<file path="config.mk">
export PLATFORM = sky130hd
export DESIGN_NAME = tick_gen_multi
export DESIGN_NICKNAME = d
export VERILOG_FILES = /design/src/rtl/tick_gen_multi.sv
export SDC_FILE = /design/constraint.sdc
export NUM_CORES = 1
export LEC_CHECK = 0
export ABC_AREA = 0
export CAP_MARGIN = 10
export CELL_PAD_IN_SITES_DETAIL_PLACEMENT = 1
export CELL_PAD_IN_SITES_GLOBAL_PLACEMENT = 2
export CORE_AREA = 2 2 108 162
export DETAILED_ROUTE_END_ITERATION = 12
export DIE_AREA = 0 0 110 164
export DONT_BUFFER_PORTS = 1
export PLACE_DENSITY = 0.86
export SKIP_LAST_GASP = 1
export SLEW_MARGIN = 20
export SYNTH_ARGS = -nofsm -noshare
export SYNTH_HDL_FRONTEND = slang
export SYNTH_SLANG_ARGS = --single-unit
</file>
<file path="constraint.sdc">
create_clock -name mclk -period 1.8 [get_ports mclk]
set_input_delay 0.27 -clock mclk [delete_from_list [all_inputs] [get_ports mclk]]
set_output_delay 0.27 -clock mclk [all_outputs]
set_load 0.01 [all_outputs]
</file>
<file path="src/rtl/tick_gen_multi.sv">
// tick_gen_multi
//   Multi-channel ripple-carry tick generator. Each channel counts from 0 up to
//   its own terminal count (div). It then emits a single-cycle rco pulse that
//   downstream logic uses as a clock enable. A channel runs either
//   periodically or as a retriggerable one-shot. A global enable pauses every
//   channel.
//
// Ports
//   mclk     in   system clock, all state updates on the rising edge
//   reset    in   synchronous active-high reset
//   en       in   global count enable; low freezes every channel, forces rco=0
//   wr_en    in   configuration write strobe
//   wr_ch    in   channel index for the write (out-of-range index ignored)
//   wr_div   in   new terminal count
//   wr_mode  in   new mode: 0 = periodic, 1 = one-shot
//   start    in   per-channel arm/restart strobe (one-shot channels only)
//   rco      out  per-channel single-cycle terminal-count pulse
//   busy     out  per-channel one-shot-armed flag
module tick_gen_multi #(
    parameter int unsigned WIDTH       = 16,
    parameter int unsigned CHANNELS    = 4,
    parameter int unsigned DEFAULT_DIV = 10000,
    parameter int unsigned CH_W        = 4
) (
    input  logic                mclk,
    input  logic                reset,
    input  logic                en,
    input  logic                wr_en,
    input  logic [CH_W-1:0]     wr_ch,
    input  logic [WIDTH-1:0]    wr_div,
    input  logic                wr_mode,
    input  logic [CHANNELS-1:0] start,
    output logic [CHANNELS-1:0] rco,
    output logic [CHANNELS-1:0] busy
);

    localparam logic [WIDTH-1:0] DefaultDiv = WIDTH'(DEFAULT_DIV);

    logic [WIDTH-1:0]    cnt_q [CHANNELS];
    logic [WIDTH-1:0]    cnt_d [CHANNELS];
    logic [WIDTH-1:0]    div_q [CHANNELS];
    logic [WIDTH-1:0]    div_d [CHANNELS];
    logic [CHANNELS-1:0] mode_q, mode_d;    // 1 = one-shot
    logic [CHANNELS-1:0] armed_q, armed_d;

    assign busy = armed_q;

    always_comb begin
        for (int i = 0; i < CHANNELS; i++) begin
            logic tc;
            tc = (cnt_q[i] == div_q[i]);

            // Pure decode of registered state: no added latency on the pulse.
            rco[i] = en & tc & (~mode_q[i] | armed_q[i]);

            cnt_d[i]   = cnt_q[i];
            div_d[i]   = div_q[i];
            mode_d[i]  = mode_q[i];
            armed_d[i] = armed_q[i];

            if (wr_en && (wr_ch == CH_W'(i))) begin
                // A write reconfigures and clears the channel; a start in the
                // same cycle then arms it against the new configuration.
                div_d[i]   = wr_div;
                mode_d[i]  = wr_mode;
                cnt_d[i]   = '0;
                armed_d[i] = start[i] & wr_mode;
            end else if (start[i] && mode_q[i]) begin
                // Arm, or retrigger an in-flight run from zero.
                armed_d[i] = 1'b1;
                cnt_d[i]   = '0;
            end else if (en) begin
                if (!mode_q[i]) begin
                    cnt_d[i] = tc ? '0 : cnt_q[i] + WIDTH'(1);
                end else if (armed_q[i]) begin
                    if (tc) begin
                        armed_d[i] = 1'b0;
                        cnt_d[i]   = '0;
                    end else begin
                        cnt_d[i] = cnt_q[i] + WIDTH'(1);
                    end
                end
            end
        end
    end

    always_ff @(posedge mclk) begin
        if (reset) begin
            for (int i = 0; i < CHANNELS; i++) begin
                cnt_q[i] <= '0;
                div_q[i] <= DefaultDiv;
            end
            mode_q  <= '0;
            armed_q <= '0;
        end else begin
            cnt_q   <= cnt_d;
            div_q   <= div_d;
            mode_q  <= mode_d;
            armed_q <= armed_d;
        end
    end

endmodule

</file>
### Word-level counts from Yosys, hierarchy flattened

Cells that the tools add are included.

| storage, ports and cells | value |
|---|---|
| register bits after elaboration | 136 |
| input bits | 29 |
| output and inout port bits | 8 |

| operators by class | value |
|---|---|
| $add $sub $neg | 4 |
| equal/unequal tests | 11 |
| mux-type cells | 36 |
| bitwise logic cells | 20 |
| reductions and logical operators | 29 |

Operators by type and width:

| cell | number |
|---|---|
| $mux 16 | 12 |
| $add 16x1->16 const B | 4 |
| $eq 16x16->1 | 4 |
| $mux 1 | 24 |
| $reduce_bool 3->1 | 8 |
| $reduce_and 2->1 | 8 |
| $and 1x1->1 | 12 |
| $reduce_or 3->1 | 4 |
| $eq 4x2->1 const B | 2 |
| $logic_and 1x1->1 | 8 |
| $ne 2x1->1 const B | 4 |
| $eq 4x1->1 const B | 1 |
| $logic_not 4->1 | 1 |
| $not 1->1 | 4 |
| $or 1x1->1 | 4 |

### Depth between registers and ports, before layout

Gate-level depths: netlist of run 1.

| depth | value |
|---|---|
| depth after elaboration | 7 |
| gate-level depth with buffers | 7 |
| mapped depth without buffers | 5 |

### Least setup slack after synthesis of run 1

No wires, ideal clock.

| timing | value |
|---|---|
| kind | reg-to-reg |
| start point | register cnt_q[19] (netlist name) |
| end point | register cnt_q[23] (netlist name) |
| setup time | 115 ps |
| data arrival time | 1419 ps |
| slack | 266 ps |
| stages on the path, launching flop included | 8 |
| clock period less this slack | 1534 ps |
| cell sequence | dfxtp_1 -> buf_2 -> xor2_1 -> nor4_1 -> nand4_1 -> o21bai_4 -> buf_6 -> nor2_2 |

| between the ends | value |
|---|---|
| cells in the longest elaborated chain, start to end | 4 |

RTL lines:

| element | line | source |
|---|---|---|
| from (decl) | 39 | `logic [WIDTH-1:0] cnt_q [CHANNELS];` |
| from (signal assigned) | 96 | `cnt_q <= cnt_d;` |
| $add 16x1->16 / $eq 16x16->1 (equally long branches) | 74, 80, 51 |  |
| $mux 16 (*) | 74, 76 |  |
| $mux 16 | 75 | `end else if (armed_q[i]) begin` |
| $mux 16 (*) | 73 | `if (!mode_q[i]) begin` |

Mark *: on every way between the ends. The rest lies on a longest branch, timed or not. The select of a mux whose other input is x is not followed.
A chain may end at the register's enable or synchronous reset.

### Worst setup path in the final report of run 1

| timing | value |
|---|---|
| start point | register cnt_q[6] (netlist name) |
| end point | register cnt_q[2] (netlist name) |

| between the ends | value |
|---|---|
| cells in the longest elaborated chain, start to end | 4 |

RTL lines:

| element | line | source |
|---|---|---|
| $eq 16x16->1 (*) | 51 | `tc = (cnt_q[i] == div_q[i]);` |
| $mux 16 (*) | 74, 76 |  |
| $mux 16 | 75 |  |
| $mux 16 (*) | 73 |  |

Marks and branches as above.

==> results of run 1 <==
-- per-stage QoR --
stage / TNS, ps / power, W / hold WS (ps) / utilization (%) / worst slack (ps)
final: -1110 / 0.00703 / 10.8 / 48.4 / -362
after global routing: -3490 / 0.00722 / 10.6 / 48.4 / -458
after floorplan: 0 / 0.00335 / 387 / - / 266
after global placement: 0 / 0.00337 / 346 / 40.7 / 49.5
after CTS: -991 / 0.00704 / 3.87 / 46.9 / -241
after detailed placement: 0 / 0.00339 / 348 / 40.7 / 11.6
-- cell families after synthesis --
group           after synthesis  share of synthesized area, %
compound gates               74                          7.27
xor+xnor                    116                          15.9
buf+inv                      38                          3.45
simple gates                391                          30.0
fa+ha+maj                     4                         0.783
flops                       136                          42.6
-- worst paths after layout --
check / startpoint / end / slack [ps] / cells past startpoint
worst min-delay path: wr_mode / mode_q[1] / 10 / 2
worst min register to register: div_q[46] / div_q[46] / 470 / 2
worst max-delay path: cnt_q[6] / cnt_q[2] / -360 / 11
worst max register to register: cnt_q[6] / cnt_q[2] / -360 / 11
-- worst reg2reg max path, cell delays in order (launching register included) --
cell and delay [ps]:
dfxtp_1 420, xor2_1 200, nor4_1 70, nand4_1 170, nor2_2 70, buf_4 130
buf_4 120, buf_4 120, buf_4 120, buf_4 120, buf_4 120, nor4_1 370
-- timing repair --
| action | 4_1_cts | 5_1_grt |
|---|---|---|
| cloned | 0 | 2 |
| endpoints found under the hold margin | 72 | 0 |
| setup buffers | 16 | 7 |
| resized for setup | 32 | 43 |
| hold buffers | 22 | 0 |
| pin swaps | 16 | 29 |
| endpoints found under the setup margin | 17 | 60 |
-- flip-flops by register name, summed over array words and instances, names as in the netlist --
register,count
cnt_q,64
mode_q,4
busy,4
div_q,64
-- cell type report --
type	count	area share (%)
well taps	210	3.27
clock inverters	14	1.94
repair buffers	82	9.66
diodes	1	0.0311
multi-input cells	585	44.8
clock buffers	18	5.46
flip-flops and latches	136	34.6
inverters	5	0.233
-- placed cells by master, fill, tap and decap left out, types with 20 or more instances in the layout --
cell           instances
nand2_1              172
dfxtp_1              103
xor2_1                85
a21oi_1               58
buf_4                 53
nor2_1                51
xnor2_1               29
dfxtp_2               26
nand3_1               25
nand4_1               21
dlygate4sd3_1         21
nand3b_1              20
-- power by group --
part / leakage (nW) / total [W] / internal [W] / switching [W]
clock: 0.291 / 0.00357 / 0.00220 / 0.00137
sequential: 1.11 / 0.00308 / 0.00304 / 0.0000364
combinational: 1.75 / 0.000384 / 0.000171 / 0.000213
total: 3.16 / 0.00703 / 0.00541 / 0.00162
-- routing by layer --
metal	vias to the layer above	global-route usage, %	routed length [um]
met5	-	0	0
met4	0	9.44	598
met3	37	4.09	707
met2	100	43.0	11300
met1	2698	25.4	7710
li1	2670	-	-
==> metrics, run 1 <==
Pwr per Cell Area=just under 900 mW/mm^2; Post-synth EDFFs=0; Post-Synthesis Cell Area=approximately 0.0064 sq mm; status=finished with violations; Final Routed Wirelength=a little over 20 mm; num ports=37; footprint of the multi-input gates=roughly 0.0036 sq mm; H-tree Lvls=4; Final setup viols=9; DRC=0; worst setup margin=-362 ps; ys async rst share=0%; fin crit share=120%; crit-path leading delay family=buffers and inverters; DR WL/cell=approximately 19 um; Post-DP HPWL=13.4 mm; ys flop type=dfxtp_1; synth top area cells=dfxtp_1 43%, xor2_1 12%, nand2_1 10%; TritonCTS clock tree=yes; largest net degree at the start of global routing=around 70; filler cell count=around 1900; fin area=roughly 0.0080 sq mm; critical path, cell by cell=xor2_1, nor4_1, nand4_1, nor2_2, buf_4, buf_4, buf_4, buf_4, buf_4, buf_4, nor4_1; Initial Utilization=roughly two fifths; first-pass GRT wire length=between 30 and 40 mm; crit path time final=roughly 2200 ps; cell with the most instances after synthesis=nand2_1; layout cell share with drive strength beyond 1=20.8%; Leak Pwr=3.16 nW; core region area=0.0166 sq mm; First DRT Iteration DRCs=roughly 140; Critical Path Sink Type=flop; TritonCTS buffer count=17; full die area=0.0180 sq mm; nets=860; crit-path max FO=4; DRT antenna net count=0; root buf cell=clkbuf_16; Slew Limit Fails=0; non-filler instance count after layout=around 1100; Synth warnings=0; peak supply drop=between 0.4 and 0.5 mV; synthesis-to-layout area growth=25.9%; clk slew on worst S/H paths=60 ps; Register Area=roughly 0.0028 sq mm; Worst-Skew Late Latency=roughly 420 ps; Yosys top cell area share=42.6%; average size of a mapped cell=8.42 sq um; Bufs and invs on worst path=6; Slew @ Worst Pin=between 400 and 500 ps; Rows=a little under 60; GRT Residual Overflow=0; CP startpoint kind=flop; MaxCap Viol Count=0; Min-Delay Path Class=input port to flop; GP Congestion=a little over 0.8; chip width=between 100 and 150 um; fmax=about 460 MHz; Inst Count DP=just under 1000; failing checks=setup timing; Synth Net Count=around 790; FF+latch count, synth=roughly 140; # clock sinks=approximately 140; Req. time, crit path=~2100 ps; Vias=~5500; vias in the first global route=5987; RSZ-0062 raised after global routing=true; register area share after synthesis=about 43%; Syn Inst Count=about 760; top cells by count, synth=173 x nand2_1, 136 x dfxtp_1, 87 x xor2_1, 60 x nor2_1, 58 x a21oi_1; CTS Buffer Depth=2; biggest area consumer among synthesized cells=dfxtp_1; Worst path most repeated cell=buf_4; Yosys cell types=32; Total GRT Usage=23.2%; Via density=5.24; # port buffers=0; crit path max-delay cell type=dfxtp_1; Arr. time, crit path=2450 ps; Cell Area, Placed=approximately 0.0068 sq mm; Pre-antenna DRT Iters=4; initial antenna violation count=1; Final Hold Vio Count=0; WS Path Type=flop to flop; delay of the slowest cell on the worst path=420 ps; skew final=~8 ps; Die Ht=around 160 um; Max-slew headroom=69.4%
Note: power is estimated with default switching activity, not from simulation.
==> run 2, diff against run 1 <==
Settings changed: TNS_END_PERCENT from default to 10.
==> run 2 against run 1 <==
Effect of this change:
- sequential cell count did not move
- cell count is 0.57% lower
- global-route usage decreased by 0.21 points
- sequential share of layout area rose by 0.55 points
- setup slack better by 14 ps
- routed wire length down 0.80%
- clock power about the same
- sequential power about the same
- register-to-register slack hardly changed
- the flow still finishes with violations (setup timing)
==> metrics, run 2 (same netlist as run 1, synthesis figures left out) <==
status=finished with violations; failing checks=setup timing; Slew Limit Fails=0 (unchanged); fin crit share=119% (-0.77 points); CP startpoint kind=flop; First DRT Iteration DRCs=143 (+1.4%); Max-slew headroom=69.4% (about the same); chip width=110 um (unchanged); core region area=0.0166 sq mm (unchanged); Rows=58 (unchanged); peak supply drop=0.478 mV (about the same); nets=854 (-0.70%); Die Ht=164 um (unchanged); GP Congestion=0.813 (unchanged); worst setup margin=-348 ps (+13.9 ps); CTS Buffer Depth=2 (unchanged); vias in the first global route=5917 (-1.2%); reg2reg start=cnt_q[4]; Req. time, crit path=2090 ps (about the same); full die area=0.0180 sq mm (unchanged); Final Hold Vio Count=0 (unchanged); Final Routed Wirelength=20.1 mm (-0.80%); WS Path Type=flop to flop; TritonCTS clock tree=yes; Fin Hold WS=10.2 ps (-0.525 ps); crit path from=cnt_q[4]; Critical Path Sink Type=flop; # clock sinks=136 (unchanged); initial antenna violation count=1 (unchanged); Worst-Skew Late Latency=420 ps (about the same); DRT antenna net count=0 (unchanged); Final setup viols=36 (+27); Slew @ Worst Pin=459 ps (-0.191 ps); fmax=466 MHz (+0.64%); Pre-antenna DRT Iters=4 (unchanged); Arr. time, crit path=2440 ps (about the same); Finished Core Util=47.2% (-1.2 points); Min-Delay Path Class=input port to flop; commonest non-fill, non-tap cell in the layout=nand2_1; Via density=5.25 (+0.25%); Total GRT Usage=23.0% (-0.21 points); RSZ-0062 raised after global routing=true; Post-DP HPWL=13.4 mm (unchanged); skew final=11.6 ps (+3.67 ps); largest net degree at the start of global routing=69 (unchanged); largest registers=cnt_q x64, div_q x64; synthesis-to-layout area growth=22.7%; Vias=5487 (-0.33%); num ports=37 (unchanged); final setup TNS=-4350 ps (-3240 ps); GRT Residual Overflow=0 (unchanged); clk slew on worst S/H paths=60 ps (about the same); DRC=0 (unchanged); # port buffers=0 (unchanged); Initial Utilization=38.4% (unchanged); DR WL/cell=19.2 um (-0.23%); commonest non-fill, non-tap cells in the layout=172 x nand2_1, 115 x dfxtp_1, 86 x xor2_1; first-pass GRT wire length=31.2 mm (-0.98%); crit path time final=2150 ps (-13.9 ps); MaxCap Viol Count=0 (unchanged); H-tree Lvls=4 (unchanged); DP Worst Slack=11.6 ps (unchanged); crit-path max FO=2 (-2); layout cell share with drive strength beyond 1=18.0% (-2.8 points); TritonCTS buffer count=17 (unchanged); root buf cell=clkbuf_16; Hold Crit Start=wr_div[5]; Leak Pwr=3.10 nW (-1.7%); Pwr per Cell Area=893 mW/mm^2 (+2.3%)
-- run 2: cell types whose count changed in the layout (fill, tap and decap cells not counted), moves of 2 or more --
cell       previous run  this run
clkbuf_16            19        17
dfxtp_1             103       115
nor2_4               12         1
dfxtp_4               7         2
nor2_1               51        56
nor2_2               15        21
buf_4                53        51
dfxtp_2              26        19
-- run 2: timing repair --
item                                    in CTS  in global routing
setup buffers                               13                  3
pin swaps                                    8                 14
gates cloned                                 0                  0
hold buffers                                22                  0
endpoints found under the setup margin      17                 63
endpoints found under the hold margin       72                  0
gates resized for setup                     12                 27
-- run 2: critical path, cell delays in order (launching register included) --
cell and delay [ps]:
dfxtp_1 390, xor2_1 200, nor4_1 80, nand4_1 170
nor2_2 70, buf_4 130, buf_4 120, buf_4 120
buf_4 120, buf_4 120, buf_4 120, nor4_1 370
-- run 2: layer usage --
layer | up-vias | track usage, % | part of all wire [%]
met5 | - | 0 | 0
met4 | 0 | 9.78 | 3.7
met3 | 44 | 4.17 | 3.5
met2 | 101 | 42.3 | 54
met1 | 2680 | 25.1 | 39
li1 | 2662 | - | -
-- run 2: final cells by class --
cell class / count / area [sq um]
clock inverters: 14 / 156
repair buffers: 76 / 681
multi-input cells: 585 / 3530
clock buffers: 18 / 439
inverters: 5 / 18.8
flip-flops and latches: 136 / 2750
well taps: 210 / 263
diodes: 1 / 2.50
fillers: 1910 / 8780
-- run 2: report_power, final --
part           internal [W]  leakage (nW)  switching (W)
sequential          0.00305          1.11      0.0000361
clock               0.00220         0.291        0.00137
combinational      0.000154          1.70       0.000203
-- run 2: through the flow --
stage / instances / power [W] / cell area, sq um
global placement: 974 / 0.00337 / 6760
detailed placement: 974 / 0.00339 / 6760
CTS: 1041 / 0.00704 / 7720
global route: 1045 / 0.00719 / 7840
finish: 1045 / 0.00701 / 7840
floorplan: 759 / 0.00335 / 6390
-- run 2: path summary, 6_finish.rpt --
path               end  slack [ps]  cells past startpoint
min reg2reg   div_q[0]         470                      2
max           cnt_q[2]        -350                     11
max reg2reg   cnt_q[2]        -350                     11
min          div_q[21]          10                      2
==> run 3, diff against run 2 <==
Settings changed: PLACE_DENSITY 0.86 to 0.77.
==> run 3 against run 2 <==
Effect of this change:
- largest power group unchanged
- count of clock-buffer cells in the layout grew 4
- hold slack gained 3.3 ps
- non-clock buffer count grew 4
- highest routed layer unchanged
- the run still ends with setup timing left
- total power shrank 2.6%
- critical endpoint is now rco[3]
==> metrics, run 3 (same netlist as run 1, synthesis figures left out) <==
Post-DP HPWL=13.0 mm (-2.6%); TritonCTS buffer count=17 (unchanged); fmax=451 MHz (-3.1%); commonest non-fill, non-tap cell in the layout=nand2_1; RSZ-0062 raised after global routing=true; fin area=0.00785 sq mm (about the same); # clock sinks=136 (unchanged); Arr. time, crit path=1950 ps (-490 ps); DRT antenna net count=0 (unchanged); layout cell share with drive strength beyond 1=17.2% (-0.78 points); DRC=0 (unchanged); chip width=110 um (unchanged); initial antenna violation count=2 (+1); Worst-Skew Late Latency=430 ps (about the same); Slew Limit Fails=0 (unchanged); WS Path Type=flop to output pin; Final Hold Vio Count=0 (unchanged); Finished Core Util=47.2% (about the same); fin crit share=123% (+3.8 points); peak supply drop=0.622 mV (+30%); Min-Delay Path Class=input port to flop; root buf cell=clkbuf_16; Req. time, crit path=1530 ps (-560 ps); failing checks=setup timing; MaxCap Viol Count=0 (unchanged); vias in the first global route=5842 (-1.3%); Pwr per Cell Area=870 mW/mm^2 (-2.7%); first-pass GRT wire length=30.5 mm (-2.0%); First DRT Iteration DRCs=136 (-4.9%); nets=858 (+0.47%); DR WL/cell=17.9 um (-6.9%); Pre-antenna DRT Iters=4 (unchanged); TritonCTS clock tree=yes; num ports=37 (unchanged); core region area=0.0166 sq mm (unchanged); CP startpoint kind=flop; Cell Area, Placed=0.00681 sq mm (+0.78%); Fin Hold WS=13.6 ps (+3.32 ps); crit path time final=2220 ps (+67.6 ps); skew final=10.3 ps (-1.36 ps); H-tree Lvls=4 (unchanged); Critical Path Sink Type=output pin; Leak Pwr=3.10 nW (about the same); Via density=5.15 (-1.9%); Slew @ Worst Pin=343 ps (-117 ps); Die Ht=164 um (unchanged); Final setup viols=46 (+28%); worst setup margin=-416 ps (-67.6 ps); CTS Buffer Depth=2 (unchanged); Rows=58 (unchanged); largest registers=cnt_q x64, div_q x64; Overall Power=0.00682 W (-2.6%); status=finished with violations; Total GRT Usage=22.6% (-0.38 points); commonest non-fill, non-tap cells in the layout=173 x nand2_1, 116 x dfxtp_1, 86 x xor2_1; largest net degree at the start of global routing=69 (unchanged); GRT Residual Overflow=0 (unchanged); # port buffers=0 (unchanged); synthesis-to-layout area growth=22.8% (about the same); Final Routed Wirelength=18.8 mm (-6.5%); Initial Utilization=38.4% (unchanged); Vias=5408 (-1.4%); full die area=0.0180 sq mm (unchanged); GP Congestion=0.803 (-1.3%); clk slew on worst S/H paths=60 ps (about the same); crit-path max FO=2 (unchanged); Max-slew headroom=77.0% (+7.6 points)
## run 3: final timing paths
kind	from	to	slack, ps	cells after the start
setup / recovery	cnt_q[13]	rco[3]	-420	5
hold / removal	wr_div[2]	div_q[2]	10	2
hold reg to reg	div_q[18]	div_q[18]	470	2
setup reg to reg	cnt_q[24]	cnt_q[31]	-90	8
## run 3: per-layer routing
| metal | track usage, % | up-vias | share of wire [%] |
|---|---|---|---|
| met1 | 24.9 | 2644 | 40 |
| met3 | 6.35 | 14 | 3.6 |
| li1 | - | 2671 | - |
| met5 | 0 | - | 0 |
| met2 | 40.9 | 79 | 55 |
| met4 | 7.42 | 0 | 1.3 |
## run 3: through the flow
step	setup WS (ps)	instances	setup TNS, ps
CTS	-322	1038	-1190
global route	-443	1049	-6070
finish	-416	1050	-3370
floorplan	266	759	0
detailed placement	6.11	981	0
global placement	48.7	981	0
## run 3: worst max-delay path: stages, from the launching register on
cell,delay (ps)
dfxtp_1,340
xor2_1,170
nor4_2,370
nand4_1,290
nor2_2,210
buf_4,140
## run 3: repair_timing
| item | in CTS | in global routing |
|---|---|---|
| resized for setup | 8 | 29 |
| endpoints found under the hold margin | 73 | 0 |
| endpoints found under the setup margin | 7 | 58 |
| pin swaps | 2 | 14 |
| hold buffers | 24 | 0 |
| setup buffers | 2 | 9 |
## run 3: final cells by class
cell class | count | area, sq um
Fill cell | 1939 | 8770
Tap cell | 210 | 263
Multi-Input combinational cell | 585 | 3520
Antenna cell | 3 | 7.51
Clock buffer | 22 | 464
Sequential cell | 136 | 2760
Timing Repair Buffer | 80 | 716
Clock inverter | 9 | 100
Inverter | 5 | 18.8
## run 3: where the power goes
part	leakage, nW	switching [W]	internal, W
clock	0.276	0.00129	0.00209
sequential	1.11	0.0000345	0.00305
combinational	1.72	0.000198	0.000157
